**config.mk**
```make
export PLATFORM = sky130hd
export DESIGN_NAME = maskd_pipe_flat
export DESIGN_NICKNAME = d
export VERILOG_FILES = /design/src/rtl/maskd_pipe_if.sv /design/src/rtl/maskd_pipe.sv /design/src/flat_wrapper.sv
export SDC_FILE = /design/constraint.sdc
export NUM_CORES = 1
export LEC_CHECK = 0
export ABC_CLOCK_PERIOD_IN_PS = 8500
export CAP_MARGIN = 20
export CELL_PAD_IN_SITES_DETAIL_PLACEMENT = 1
export CELL_PAD_IN_SITES_GLOBAL_PLACEMENT = 1
export CORE_MARGIN = 5
export CORE_UTILIZATION = 35
export DETAILED_ROUTE_END_ITERATION = 8
export PLACE_DENSITY_LB_ADDON = 0.1
export SKIP_LAST_GASP = 1
export SYNTH_ARGS = -nofsm -noshare
export SYNTH_HDL_FRONTEND = slang
export SYNTH_SLANG_ARGS = --single-unit
```
**constraint.sdc**
```tcl
create_clock -name clk -period 8.5 [get_ports clk]
set_input_delay 1.7 -clock clk [delete_from_list [all_inputs] [get_ports clk]]
set_output_delay 1.7 -clock clk [all_outputs]
set_load 0.05 [all_outputs]
```
**src/rtl/maskd_pipe_if.sv**
```systemverilog
`default_nettype none
// ---------------------------------------------------------------------------
// maskd_pipe_if : in/out handshake bundle for the thermometer-mask decoder
// Revision 1.0
// ---------------------------------------------------------------------------
interface maskd_pipe_if #(
  parameter int W = 32
);
  localparam int XW = $clog2(W);

  logic          in_vld_i;
  logic          in_rdy_o;
  logic [W-1:0]  in_mask_i;
  logic          out_vld_o;
  logic          out_rdy_i;
  logic [XW-1:0] out_x_o;
  logic          out_err_o;

  modport slave (
    input  in_vld_i, in_mask_i, out_rdy_i,
    output in_rdy_o, out_vld_o, out_x_o, out_err_o
  );

  modport master (
    output in_vld_i, in_mask_i, out_rdy_i,
    input  in_rdy_o, out_vld_o, out_x_o, out_err_o
  );
endinterface
`default_nettype wire

```
**src/rtl/maskd_pipe.sv**
```systemverilog
`default_nettype none
// ---------------------------------------------------------------------------
// maskd_pipe : 2-stage valid/ready decoder from thermometer mask to index
// Revision 1.0
// ---------------------------------------------------------------------------
module maskd_pipe #(
  parameter int W              = 32,
  parameter int P_INCLUSIVE    = 1,
  parameter int LEFT_NOT_RIGHT = 0,
  parameter int ERR_CNT_W      = 8
) (
  input  logic                 clk,
  input  logic                 arst,
  maskd_pipe_if.slave          bus,
  input  logic                 err_clr_i,
  output logic [ERR_CNT_W-1:0] err_cnt_o
);
  localparam int                   XW        = $clog2(W);
  localparam logic [XW:0]          C_W_FULL  = (XW+1)'(W);
  localparam logic [XW-1:0]        C_W_MOD   = XW'(W);
  localparam logic [ERR_CNT_W-1:0] C_CNT_MAX = '1;

  logic                 s1_vld_q;
  logic [W-1:0]         s1_mask_q;
  logic                 out_vld_q;
  logic [XW-1:0]        out_x_q;
  logic                 out_err_q;
  logic [ERR_CNT_W-1:0] err_cnt_q;

  logic                 s2_adv;
  logic                 in_rdy;
  logic [XW:0]          s1_pop;
  logic                 s1_shape_ok;
  logic                 s1_range_ok;
  logic [XW-1:0]        s1_x_d;
  logic                 s1_err_d;
  logic [ERR_CNT_W-1:0] err_cnt_d;

  assign s2_adv = !out_vld_q || bus.out_rdy_i;
  assign in_rdy = !s1_vld_q || s2_adv;

  always_comb begin
    s1_pop      = '0;
    s1_shape_ok = 1'b1;
    for (int i = 0; i < W; i++) begin
      s1_pop = s1_pop + (XW+1)'(s1_mask_q[i]);
    end
    // Any one followed by a zero on the fill side breaks the thermometer shape.
    for (int i = 0; i < W - 1; i++) begin
      if (LEFT_NOT_RIGHT != 0) begin
        if (s1_mask_q[i] && !s1_mask_q[i+1]) s1_shape_ok = 1'b0;
      end else begin
        if (s1_mask_q[i+1] && !s1_mask_q[i]) s1_shape_ok = 1'b0;
      end
    end

    if (P_INCLUSIVE != 0) s1_range_ok = (s1_pop != '0);
    else                  s1_range_ok = (s1_pop != C_W_FULL);

    if (LEFT_NOT_RIGHT != 0) begin
      if (P_INCLUSIVE != 0) s1_x_d = C_W_MOD - s1_pop[XW-1:0];
      else                  s1_x_d = C_W_MOD - s1_pop[XW-1:0] - XW'(1);
    end else begin
      if (P_INCLUSIVE != 0) s1_x_d = s1_pop[XW-1:0] - XW'(1);
      else                  s1_x_d = s1_pop[XW-1:0];
    end

    s1_err_d = !(s1_shape_ok && s1_range_ok);
    if (s1_err_d) s1_x_d = '0;
  end

  // Clear takes priority over a coincident counted error.
  always_comb begin
    err_cnt_d = err_cnt_q;
    if (err_clr_i) begin
      err_cnt_d = '0;
    end else if (out_vld_q && bus.out_rdy_i && out_err_q && (err_cnt_q != C_CNT_MAX)) begin
      err_cnt_d = err_cnt_q + ERR_CNT_W'(1);
    end
  end

  always_ff @(posedge clk or posedge arst) begin
    if (arst) begin
      s1_vld_q  <= 1'b0;
      s1_mask_q <= '0;
      out_vld_q <= 1'b0;
      out_x_q   <= '0;
      out_err_q <= 1'b0;
      err_cnt_q <= '0;
    end else begin
      if (in_rdy) begin
        s1_vld_q <= bus.in_vld_i;
        if (bus.in_vld_i) s1_mask_q <= bus.in_mask_i;
      end
      if (s2_adv) begin
        out_vld_q <= s1_vld_q;
        if (s1_vld_q) begin
          out_x_q   <= s1_x_d;
          out_err_q <= s1_err_d;
        end
      end
      err_cnt_q <= err_cnt_d;
    end
  end

  assign bus.in_rdy_o  = in_rdy;
  assign bus.out_vld_o = out_vld_q;
  assign bus.out_x_o   = out_x_q;
  assign bus.out_err_o = out_err_q;
  assign err_cnt_o     = err_cnt_q;
endmodule
`default_nettype wire

```
**src/flat_wrapper.sv**
```systemverilog
// flat-port wrapper written by rule: the top's interface ports become plain ports
module maskd_pipe_flat 
#(
  parameter int W              = 32,
  parameter int P_INCLUSIVE    = 1,
  parameter int LEFT_NOT_RIGHT = 0,
  parameter int ERR_CNT_W      = 8
)
  (clk, arst, err_clr_i, err_cnt_o, bus_in_vld_i, bus_in_mask_i, bus_out_rdy_i, bus_in_rdy_o, bus_out_vld_o, bus_out_x_o, bus_out_err_o);
  maskd_pipe_if #(.W(W)) bus_i ();
  input  logic clk;
  input  logic arst;
  input  logic err_clr_i;
  output logic [ERR_CNT_W-1:0] err_cnt_o;
  input wire logic [$bits(bus_i.in_vld_i)-1:0] bus_in_vld_i;
  input wire logic [$bits(bus_i.in_mask_i)-1:0] bus_in_mask_i;
  input wire logic [$bits(bus_i.out_rdy_i)-1:0] bus_out_rdy_i;
  output wire logic [$bits(bus_i.in_rdy_o)-1:0] bus_in_rdy_o;
  output wire logic [$bits(bus_i.out_vld_o)-1:0] bus_out_vld_o;
  output wire logic [$bits(bus_i.out_x_o)-1:0] bus_out_x_o;
  output wire logic [$bits(bus_i.out_err_o)-1:0] bus_out_err_o;
  assign bus_i.in_vld_i = bus_in_vld_i;
  assign bus_i.in_mask_i = bus_in_mask_i;
  assign bus_i.out_rdy_i = bus_out_rdy_i;
  assign bus_in_rdy_o = bus_i.in_rdy_o;
  assign bus_out_vld_o = bus_i.out_vld_o;
  assign bus_out_x_o = bus_i.out_x_o;
  assign bus_out_err_o = bus_i.out_err_o;
  maskd_pipe #(.W(W), .P_INCLUSIVE(P_INCLUSIVE), .LEFT_NOT_RIGHT(LEFT_NOT_RIGHT), .ERR_CNT_W(ERR_CNT_W)) u_core (.clk(clk), .arst(arst), .bus(bus_i), .err_clr_i(err_clr_i), .err_cnt_o(err_cnt_o));
endmodule
```
* Word level (Yosys, flattened, before mapping)
Index checks and enable logic that the tools add are counted.
W data, S select, Z words.
** Word-level totals
- Output and inout bits :: 16
- Input bits :: 37
- Bits in registers :: 48
- Logic and storage cells :: 149
** Operators by class
- Add/sub/neg operators :: 33
- Reduce and logical (&&, ||, !) cells :: 75
- Muxes and demuxes :: 34
- Eq/ne operators :: 1
** Operator list (number)
- $add A6 B1 Y6 :: 30
- $logic_and A1 B1 Y1 :: 35
- $logic_not A1 Y1 :: 34
- $mux W1 :: 31
- $mux W8 :: 2
- $add A8 B1 Y8 const B :: 1
- $ne A8 B8 Y1 const B :: 1
- $reduce_bool A6 Y1 :: 1
- $mux W5 :: 1
- $sub A5 B1 Y5 const B :: 1
- $reduce_and A2 Y1 :: 2
- $add A1 B1 Y2 :: 1
- $logic_or A1 B1 Y1 :: 2
- $reduce_bool A2 Y1 :: 1

* Logic depth before layout (Yosys ltp)
- Word-level depth :: 35
- Gate-level depth with buffers :: 17
- Gate-level depth less buffers :: 17

* Least setup slack after synthesis
No wires, ideal clock.
- Path kind :: flip-flop to flip-flop
- From :: register u_core.s1_mask_q[1]
- To :: register u_core.out_x_q[2] (netlist: u_core.bus.out_x_o[2])
- Period minus slack after synthesis :: 5298 ps
- Data required time :: 8404 ps
- Stages on the path, launching flop included :: 16
- Arrival :: 5203 ps
- Buffers on the path :: 0
- Slack :: 3202 ps
- Setup time :: 96 ps
- Cell sequence :: dfrtp_1 ha_1 inv_1 fa_1 fa_1 fa_1 fa_1 fa_1 fa_1 fa_1 fa_1 nand2b_1 a21oi_2 xor2_1 nor3_4 o31ai_1
** On the way
- Longest elaborated chain between the ends :: 34
- Elaborated cells between the ends (all ways) :: 69
- Classes of those cells :: add/sub: 32; mux: 32; reduce/logical: 5
** RTL lines
- start: declaration :: RTL line maskd_pipe.sv:24 : logic [W-1:0] s1_mask_q;
- start signal: assignment :: RTL line maskd_pipe.sv:93 : if (bus.in_vld_i) s1_mask_q <= bus.in_mask_i;
- parallel branches: the longest is 33 deep, another holds $add A6 B1 Y6
- $mux W5 * :: RTL line maskd_pipe.sv:69 : if (s1_err_d) s1_x_d = '0;
- end signal: assignment :: RTL line maskd_pipe.sv:87 : out_x_q <= '0;
- end signal: assignment :: RTL line maskd_pipe.sv:98 : out_x_q <= s1_x_d;
- end: declaration :: RTL line maskd_pipe.sv:26 : logic [XW-1:0] out_x_q;
Mark *: on every way between the ends.
A chain may end at the register's enable or synchronous reset.

* Worst setup path after layout
- From :: register u_core.s1_mask_q[0]
- To :: register u_core.out_x_q[1] (netlist: u_core.bus.out_x_o[1])
** On the way
- Longest elaborated chain between the ends :: 35
- Elaborated cells between the ends (all ways) :: 68
- Classes of those cells :: add/sub: 32; mux: 32; reduce/logical: 4
** RTL lines (RTL line)
- parallel branches: the longest is 34 deep, another holds $add A6 B1 Y6
- $mux W5 * :: maskd_pipe.sv:69
Marks and branches as above.

==> impl_results.md <==
- Postcts setup bufs: 0
- F_max: 0.177 GHz
- Syn Nets: 337
- Area occupied by multi-input gates: 0.00161 mm^2
- Fin Setup TNS: 0 ns
- R2R cell count: 15
- Skew final: 0.0152 ns
- Post-synth cell types: 41
- Post-Synthesis Cells: 265
- DR iter-0 viols: 50
- Std cell rows: 33
- HPWL Detailed: 5250 um
- Final min period: 5.63 ns
- Critical-path maximum fanout: 6
- CTS tree: yes
- GRT Overall Usage: 13.5%
- Initial antenna violation count: 0
- GP Congestion: 0.832
- Antenna cells: 0
- Number of fillers in the final layout: 931
- DR DRC count: 0
- Post-detailed-routing wire length: 6500 um
- Hold Startpoint: u_core.bus.out_x_o[3]$_DFFE_PP0P_
- Worst endpoint required time: 8.69 ns
- CTS buffer count: 5
- Most common cell after layout, fill and taps aside: clkdlybuf4s50_1
- Setup ws final: 2.87 ns
- Crit path kind: register to register
- Area Overhead vs Synth: 26.1%
- Final #Nets: 394
- Overflow after GRT: 0
- Pre-CTS WS: 2.86 ns
- Reg2Reg Launch Point: u_core.s1_mask_q[0]$_DFFE_PP0P_
- Placed Instances: 420
- Mapped Area: 0.00301 mm^2
- Least-Margin Pin Slew: 0.623 ns
- Design Area, Final: 0.00380 mm^2
- Hold-critical path endpoint: u_core.bus.out_x_o[3]$_DFFE_PP0P_
- Fin. Hold Viols: 0
- Placeable core region: 0.00830 mm^2
- Final period util: 66.3%
- Slew headroom: 58.4%
- Clock-pin slew on the worst setup and hold paths: 0.10 ns
- # Max-Cap Violations: 0
- Final non-filler cell total: 428
- Drt first pass iters: 4
- Hold path cells: 2
- Post-CTS Hold Buffers: 0
- Register Area: 0.00120 mm^2
- CP Capture Type: register
- Vias in the first global route: 2,202
- Max-slew violations: 0
- Yosys warning count: 0
- Die Span Y: 103 um
- Clock Path Buffers: 2
- I/O pin count: 53
- Initial core utilization: 36.3%
- Number of vias per cell: 4.72
- I/O Buffers: 52
- Clock latency on the worst-skew pair: 0.31 ns
- RSZ-0062 raised after global routing: no
- Yosys reg bits: 48
- Die footprint: 0.0106 mm^2
- Layout cells sized above 1: 15.5%
- Finish-stage setup viols: 0
- CTS H-tree depth: 2
- Worst min path class: register to register
- Commonest non-fill, non-tap cells in the layout: 52 x clkdlybuf4s50_1, 48 x inv_1, 48 x dfrtp_1, 32 x mux2_2, 24 x fa_1
- Reg-to-reg slack, setup: 2.87 ns
- Root buf cell: clkbuf_8
- Clock Sink Count: 48
- Seq/Total Area, Yosys: 39.9%
- Worst setup SP type: register
- Antenna-violating nets left: 0
- DP Area: 0.00366 mm^2
- Pin count of the biggest net entering global routing: 49
- Status: completed
- DR WL/cell: 15.2 um
- Resized cells post-CTS: 0
- Vias: 2,020
- First-pass GRT wire length: 11,000 um
- Avg Cell Area, Syn: 11.4 um^2
- Die extent in x: 103 um
- R2r endpoint: u_core.bus.out_x_o[1]$_DFFE_PP0P_
- CP Data Arrival Time: 5.83 ns
==> worst max path at each step <==
stage                                    start  depth (start not counted)  slack, ns                                 to
6_report       u_core.s1_mask_q[0]$_DFFE_PP0P_                         15       2.87  u_core.bus.out_x_o[1]$_DFFE_PP0P_
5_1_grt        u_core.s1_mask_q[0]$_DFFE_PP0P_                         15       2.54  u_core.bus.out_x_o[1]$_DFFE_PP0P_
4_1_cts        u_core.s1_mask_q[0]$_DFFE_PP0P_                         15       2.79  u_core.bus.out_x_o[1]$_DFFE_PP0P_
3_5_place_dp   u_core.s1_mask_q[0]$_DFFE_PP0P_                         15       2.86  u_core.bus.out_x_o[1]$_DFFE_PP0P_
3_3_place_gp   u_core.s1_mask_q[1]$_DFFE_PP0P_                         15       3.07  u_core.bus.out_x_o[2]$_DFFE_PP0P_
2_1_floorplan  u_core.s1_mask_q[1]$_DFFE_PP0P_                         15       3.20  u_core.bus.out_x_o[2]$_DFFE_PP0P_
==> cell usage after synthesis (all sizes together) <==
| master | number | area, um^2 |
|---|---|---|
| a2bb2oi | 1 | 8.76 |
| a311oi | 1 | 8.76 |
| a31oi | 1 | 6.26 |
| mux2 | 32 | 360 |
| and4 | 1 | 11.3 |
| nand2 | 13 | 51.3 |
| nor3 | 2 | 21.3 |
| a211oi | 1 | 7.51 |
| nand2b | 8 | 50.1 |
| o2bb2ai | 1 | 8.76 |
| nand3b | 2 | 15.0 |
| buf | 4 | 18.8 |
| nand3 | 5 | 25.0 |
| inv | 49 | 184 |
| o31ai | 5 | 37.5 |
| nor2b | 1 | 6.26 |
| a21oi | 10 | 53.8 |
| a211o | 1 | 8.76 |
| and2 | 1 | 6.26 |
| ha | 11 | 138 |
| o22ai | 2 | 12.5 |
| a21o | 1 | 7.51 |
| o21ai | 2 | 10.0 |
| dfrtp | 48 | 1200 |
| o221ai | 1 | 8.76 |
| nor2 | 13 | 48.8 |
| nor4 | 3 | 31.3 |
| xor2 | 7 | 61.3 |
| a22o | 1 | 8.76 |
| o2111ai | 1 | 8.76 |
| fa | 24 | 480 |
| mux2i | 4 | 40.0 |
| or3 | 2 | 12.5 |
| xnor2 | 3 | 26.3 |
| nand4 | 3 | 25.0 |
==> state kept, by name (all words and copies together), names as in the netlist <==
signal	count
u_core.bus.out_err_o	1
u_core.s1_vld_q	1
u_core.bus.out_x_o	5
u_core.bus.out_vld_o	1
u_core.s1_mask_q	32
u_core.err_cnt_o	8
==> final cells by class <==
class,instances,share of cell area (%)
clock buffer,5,1.81
clock inverter,3,1.81
inverter,49,4.85
multi-input combinational,164,42.3
sequential,48,31.6
tap,105,3.46
timing repair buffer,54,14.1
==> worst max-delay path, stage by stage (launching register included) <==
cell,delay (ns)
dfrtp_1,0.41
ha_1,0.30
inv_1,0.07
fa_1,0.44
fa_1,0.49
fa_1,0.56
fa_1,0.45
fa_1,0.54
fa_1,0.43
fa_1,0.42
fa_1,0.41
nand2b_1,0.17
a21oi_2,0.13
xor2_1,0.32
nor3_4,0.09
o31ai_1,0.28
==> logic make-up after synthesis <==
logic type | share of synthesized area [%]
simple gates | 10.1
buf+inv | 6.73
flops | 39.9
mux | 13.3
fa+ha+maj | 20.5
compound gates | 6.53
xor+xnor | 2.91
==> metal layers <==
metal	vias up	part of all wire, %	global-route usage (%)
met5	-	0	0
met4	0	0.92	2.99
met3	5	5.1	2.98
met2	39	51	23.5
met1	993	43	17.4
li1	983	-	-
==> metrics by stage <==
step | hold WS, ns | utilization [%]
CTS | 0.493 | 45.7
global placement | 0.464 | 44.1
global route | 0.545 | 45.7
floorplan | 0.477 | -
finish | 0.484 | 45.7
detailed placement | 0.473 | 44.1
Power is left out: the tool's default activity adds up to more than one toggle a clock period on the data nets, which glitch-free logic cannot reach.
==> variant 1 (config.mk and constraints unchanged) <==
`ERR_CNT_W` is set to 8 in 2 places; all go to 10.
--- a/src/rtl/maskd_pipe.sv
+++ b/src/rtl/maskd_pipe.sv
@@ -9,3 +9,3 @@
   parameter int LEFT_NOT_RIGHT = 0,
-  parameter int ERR_CNT_W      = 8
+  parameter int ERR_CNT_W      = 10
 ) (
--- a/src/flat_wrapper.sv
+++ b/src/flat_wrapper.sv
@@ -6,3 +6,3 @@
   parameter int LEFT_NOT_RIGHT = 0,
-  parameter int ERR_CNT_W      = 8
+  parameter int ERR_CNT_W      = 10
 )
Interface: changed (resized err_cnt_o); port bits go from 53 to 55. The function was not compared with the original's and may differ.
==> variant 1 against the unedited design <==
  * Global-route usage is 0.82 points higher
  * Area after synthesis up 2.5%
  * Sequential cell count grew 2
  * Clock skew is 0.0096 ns lower
  * Cell area grew 2.5%
  * Die area is 2.3% higher
  * Setup slack improved by 0.073 ns
  * Critical path depth unchanged
  * Wire length is 9.9% higher
  * Count of clock-buffer cells in the layout increased by 1
  * First-iteration DRC count decreased by 70%
Power is left out: the tool's default activity adds up to more than one toggle a clock period on the data nets, which glitch-free logic cannot reach.
==> variant 1: results (changes against the unedited design) <==
- Vias after detailed routing: 2,161 (was 2,020)
- Fillers: 969 (was 931)
- Final Hold Viols: 0 (unchanged)
- Dominant cells by area after synthesis: dfrtp_1 (41%), fa_1 (16%), mux2_2 (12%) (was dfrtp_1 (40%), fa_1 (16%), mux2_2 (12%))
- Crit. End Element: flip-flop (unchanged)
- Clk slew on worst S/H paths: 0.09 ns
- FFs w/ async S/R, synth: 100% (unchanged)
- First-pass GRT wire length: 12,600 um (was 11,000 um)
- Initial antenna violation count: 0 (unchanged)
- Clock latency on the worst-skew pair: 0.31 ns (about the same)
- HPWL after DPL: 5860 um (was 5250 um)
- Mean Syn Cell Area: 11.1 um^2 (was 11.4 um^2)
- Crit path DAT: 5.79 ns (was 5.83 ns)
- Synth cell count leaders: dfrtp_1 (50), inv_1 (46), mux2_2 (32), fa_1 (24), nor2_1 (20) (was inv_1 (49), dfrtp_1 (48), mux2_2 (32), fa_1 (24), nor2_1 (13))
- Slew headroom: 52.3% (was 58.4%)
- WHS Path Cells: 2 (unchanged)
- Final Skew: 0.00550 ns (was 0.0152 ns)
- Yosys cell types: 34 (was 41)
- Worst Reg-to-Reg Cells: 15 (unchanged)
- Pin count of the biggest net entering global routing: 38 (was 49)
- Post-CTS setup buffer count: 0 (unchanged)
- Root buffer cell: clkbuf_8 (unchanged)
- H-tree Lvls: 2 (unchanged)
- Vias per cell: 4.85 (was 4.72)
- Synthesized Nets: 350 (was 337)
- Top reg by flops: u_core.s1_mask_q (unchanged)
- Global placement routability congestion: 0.801 (was 0.832)
- Post-route ant nets: 0 (unchanged)
- Total of max-cap violations: 0 (unchanged)
- Max FFs per register: 32 (unchanged)
- Cells after DPL: 438 (was 420)
- Vias in the first global route: 2,461 (was 2,202)
- Crit Path Max Fanout: 6 (unchanged)
- TritonCTS buffer count: 5 (unchanged)
- CTS Buffer Depth: 2 (unchanged)
- Hold Path Class: reg2reg (unchanged)
- Status: completed (unchanged)
- Sequential element share of the synthesized area: 40.5% (was 39.9%)
- Overall Global Routing Usage: 14.4% (was 13.5%)
- Total Wirelength: 7140 um (was 6500 um)
- NumNets Final: 409 (was 394)
- DRT iter0 DRCs: 15 (was 50)
- R2R Setup Slk: 2.94 ns (was 2.87 ns)
- DR pass1 iterations: 4 (unchanged)
- Post-CTS sizing: 0 (unchanged)
- Number of buffers added on ports: 54 (was 52)
- Synth warn: 0 (unchanged)
- DP Area: 0.00377 mm^2 (was 0.00366 mm^2)
- Fraction of layout instances using a drive strength above 1: 13.3% (was 15.5%)
- Antenna Cells: 0 (unchanged)
## variant 1: cell types whose count changed after synthesis, sizes merged, moves of 2 or more
cell,change
a2111oi,+2
a21oi,-2
and2,+2
dfrtp,+2
inv,-3
mux2i,-2
nand2b,+4
nand4,+2
nor2,+7
o2111ai,+2
o21ai,+6
o31ai,-5
xor2,+3
## variant 1: worst max-delay path, cell delays in order, from the launching register on
cell and delay [ns]:
dfrtp_1 0.42, ha_1 0.28, inv_1 0.04, fa_1 0.46, fa_1 0.50, fa_1 0.54, fa_1 0.44, fa_1 0.54
fa_1 0.43, fa_1 0.43, fa_1 0.56, ha_1 0.16, nor4bb_1 0.18, o21ai_0 0.12, nand4_1 0.17, a21boi_0 0.21
## variant 1: through the flow
stage / setup slack, ns / hold WS (ns)
final: 2.94 / 0.485
after global placement: 3.05 / 0.467
after floorplan: 3.22 / 0.479
after CTS: 2.89 / 0.492
after detailed placement: 2.91 / 0.470
after global routing: 2.57 / 0.534
## variant 1: final cells by class
type	instances	area, um^2	area share [%]
Timing Repair Buffer	56	568	14.6
Inverter	46	173	4.44
Clock buffer	6	82.6	2.12
Tap cell	108	135	3.47
Clock inverter	2	38.8	0.996
Sequential cell	50	1250	32.1
Multi-Input combinational cell	178	1640	42.2
## variant 1: worst paths after layout
kind                                       startpoint                    end
worst max-delay path              u_core.s1_mask_q[1]   u_core.bus.out_err_o
worst min-delay path            u_core.bus.out_x_o[4]  u_core.bus.out_x_o[4]
worst max register to register    u_core.s1_mask_q[1]   u_core.bus.out_err_o
worst min register to register  u_core.bus.out_x_o[4]  u_core.bus.out_x_o[4]
max in group asynchronous                        arst   u_core.s1_mask_q[11]
min in group asynchronous                        arst   u_core.s1_mask_q[26]
## variant 1: routing by layer
metal / track usage, % / part of all wire, %
met1: 18.3 / 44
met2: 23.7 / 50
met3: 4.22 / 4.5
met4: 4.16 / 1.5
met5: 0 / 0
## variant 1: logic make-up (layout without fill, tap and decap cells)
logic type | Yosys count | in the layout | synth area share [%]
AOI/OAI and AO/OA | 26 | 26 | 5.23
DFF | 50 | 50 | 40.5
and+or+nand+nor | 69 | 69 | 11.7
buffers and inverters | 50 | 110 | 6.20
xor gates and xnor gates | 14 | 14 | 3.97
adders and majority gates | 35 | 35 | 20.0
muxes | 34 | 34 | 12.3
==> variant 2 (config.mk and constraints unchanged) <==
Without the edit above. Reset style: synchronous (`arst`), changed in one clocked block.
--- a/src/rtl/maskd_pipe.sv
+++ b/src/rtl/maskd_pipe.sv
@@ -81,3 +81,3 @@
 
-  always_ff @(posedge clk or posedge arst) begin
+  always_ff @(posedge clk) begin
     if (arst) begin
Behaviour: differs if arst is asserted again (counterexample within 4 cycles, from zero or initial values and one cycle with arst high); with arst held inactive, the same outputs for 10 cycles.
==> variant 2 against the unedited design <==
  * Utilization increased by 0.35 points
  * Wire length increased by 5.7%
  * Area after synthesis decreased by 5.5%
  * Critical path depth increased by 1
  * Synthesized cell count increased by 27%
  * Count of clock-buffer cells in the layout unchanged
  * Maximum frequency decreased by 0.88%
  * Via count increased by 14%
  * Sequential cell count unchanged
  * Setup slack got worse by 0.050 ns
  * Cell area decreased by 5.2%
  * Largest cell class unchanged
==> variant 2: results (changes against the unedited design) <==
- Worst-margin pin slew: 0.498 ns (was 0.623 ns)
- Overall Global Routing Usage: 14.6% (was 13.5%)
- Synth Area in Compound Gates: 12.1% (was 6.53%)
- FFs w/ async S/R, synth: 0% (was 100%)
- Clock latency on the worst-skew pair: about 0.3 ns
- R2R Setup Slk: 2.82 ns (was 2.87 ns)
- Final Skew: 0.00875 ns (was 0.0152 ns)
- Initial Util: 36.4% (was 36.3%)
- Worst Reg-to-Reg Cells: 16 (was 15)
- Number of buffers added on ports: 52 (unchanged)
- Dominant cells by area after synthesis: dfxtp_1 (34%), fa_1 (17%), nand2_1 (9.1%) (was dfrtp_1 (40%), fa_1 (16%), mux2_2 (12%))
- Xor and xnor area share after synthesis: 4.00% (was 2.91%)
- Crit path DAT: 5.94 ns (was 5.83 ns)
- Worst Hold End: u_core.s1_mask_q[9] (was u_core.bus.out_x_o[3])
- Global placement routability congestion: 0.794 (was 0.832)
- Synth cell count leaders: nand2_1 (69), a21oi_1 (48), dfxtp_1 (48), inv_1 (41), nor2_1 (32) (was inv_1 (49), dfrtp_1 (48), mux2_2 (32), fa_1 (24), nor2_1 (13))
- Vias in the first global route: 2,486 (was 2,202)
- DR pass1 iterations: 4 (unchanged)
- Post-CTS setup buffer count: 0 (unchanged)
- Vias after detailed routing: 2,311 (was 2,020)
- Root buffer cell: clkbuf_8 (unchanged)
- Total Wirelength: 6870 um (was 6500 um)
- Synthesized Nets: 408 (was 337)
- P_leak: roughly 1.5 nW
- Crit Path Max Fanout: 5 (was 6)
- NumNets Final: 458 (was 394)
- First-pass GRT wire length: 11,800 um (was 11,000 um)
- Worst Setup EP: u_core.bus.out_x_o[4] (was u_core.bus.out_x_o[1])
- Fraction of layout instances using a drive strength above 1: 5.43% (was 15.5%)
- Primary FF master, synth: dfxtp_1 (was dfrtp_1)
- Synth Area in Adders: 21.7% (was 20.5%)
- Synth warn: 0 (unchanged)
- Status: completed (unchanged)
- Sequential element share of the synthesized area: 33.8% (was 39.9%)
- Yosys cell types: 34 (was 41)
- HPWL after DPL: 5510 um (was 5250 um)
- Max FFs per register: 32 (unchanged)
- CP peak stage delay: 0.54 ns (was 0.56 ns)
- Reg-to-Reg Start: u_core.s1_mask_q[0] (unchanged)
- Fillers: 929 (was 931)
- Mux cell area share after synthesis: 0.352% (was 13.3%)
- Worst Hold Launch: u_core.s1_mask_q[9] (was u_core.bus.out_x_o[3])
- Top reg by flops: u_core.s1_mask_q (unchanged)
- Pin count of the biggest net entering global routing: 39 (was 49)
- WHS Path Cells: 2 (unchanged)
- DRT iter0 DRCs: 51 (was 50)
- Clk slew on worst S/H paths: 0.10 ns (about the same)
[variant 2: through the flow]
step	power [mW]	instance area (um^2)	cells	worst slack, ns	hold slack (ns)
global route	0.970	3600	489	2.51	0.515
global placement	0.702	3460	480	2.93	0.467
floorplan	0.611	2850	336	3.07	0.449
CTS	0.898	3570	488	2.76	0.489
detailed placement	0.718	3460	480	2.80	0.473
finish	0.876	3600	489	2.82	0.481
[variant 2: cell type report]
type / count / share of cell area [%]
Timing Repair Buffer: 55 / 15.6
Inverter: 42 / 4.38
Multi-Input combinational cell: 234 / 46.5
Clock inverter: 3 / 1.29
Tap cell: 102 / 3.55
Clock buffer: 5 / 1.91
Sequential cell: 48 / 26.7
[variant 2: power groups by stage]
stage | registers [mW] | logic, mW | clock network [mW]
finish | 0.245 | 0.459 | 0.171
global route | 0.247 | 0.536 | 0.187
detailed placement | 0.251 | 0.467 | 0
global placement | 0.250 | 0.452 | 0
floorplan | 0.250 | 0.361 | 0
CTS | 0.245 | 0.473 | 0.180
[variant 2: cell families after synthesis]
logic type | Yosys count
simple gates | 126
xor+xnor | 13
flops | 48
compound gates | 59
mux | 1
fa+ha+maj | 35
buf+inv | 54
[variant 2: layer usage]
metal	share of wire, %	vias up	track usage, %
li1	-	1162	-
met1	47	1096	18.8
met2	48	47	25.1
met3	4.5	6	3.20
met4	0.90	0	3.11
met5	0	-	0
[variant 2: critical path, delay by kind of cell, from the launching register on]
| kind | cells | cell delay, ns |
|---|---|---|
| DFF | 1 | 0.35 |
| buffers and inverters | 1 | 0.07 |
| xor gates and xnor gates | 1 | 0.28 |
| adders and majority gates | 9 | 3.96 |
| AOI/OAI and AO/OA | 3 | 0.45 |
| and+or+nand+nor | 2 | 0.52 |
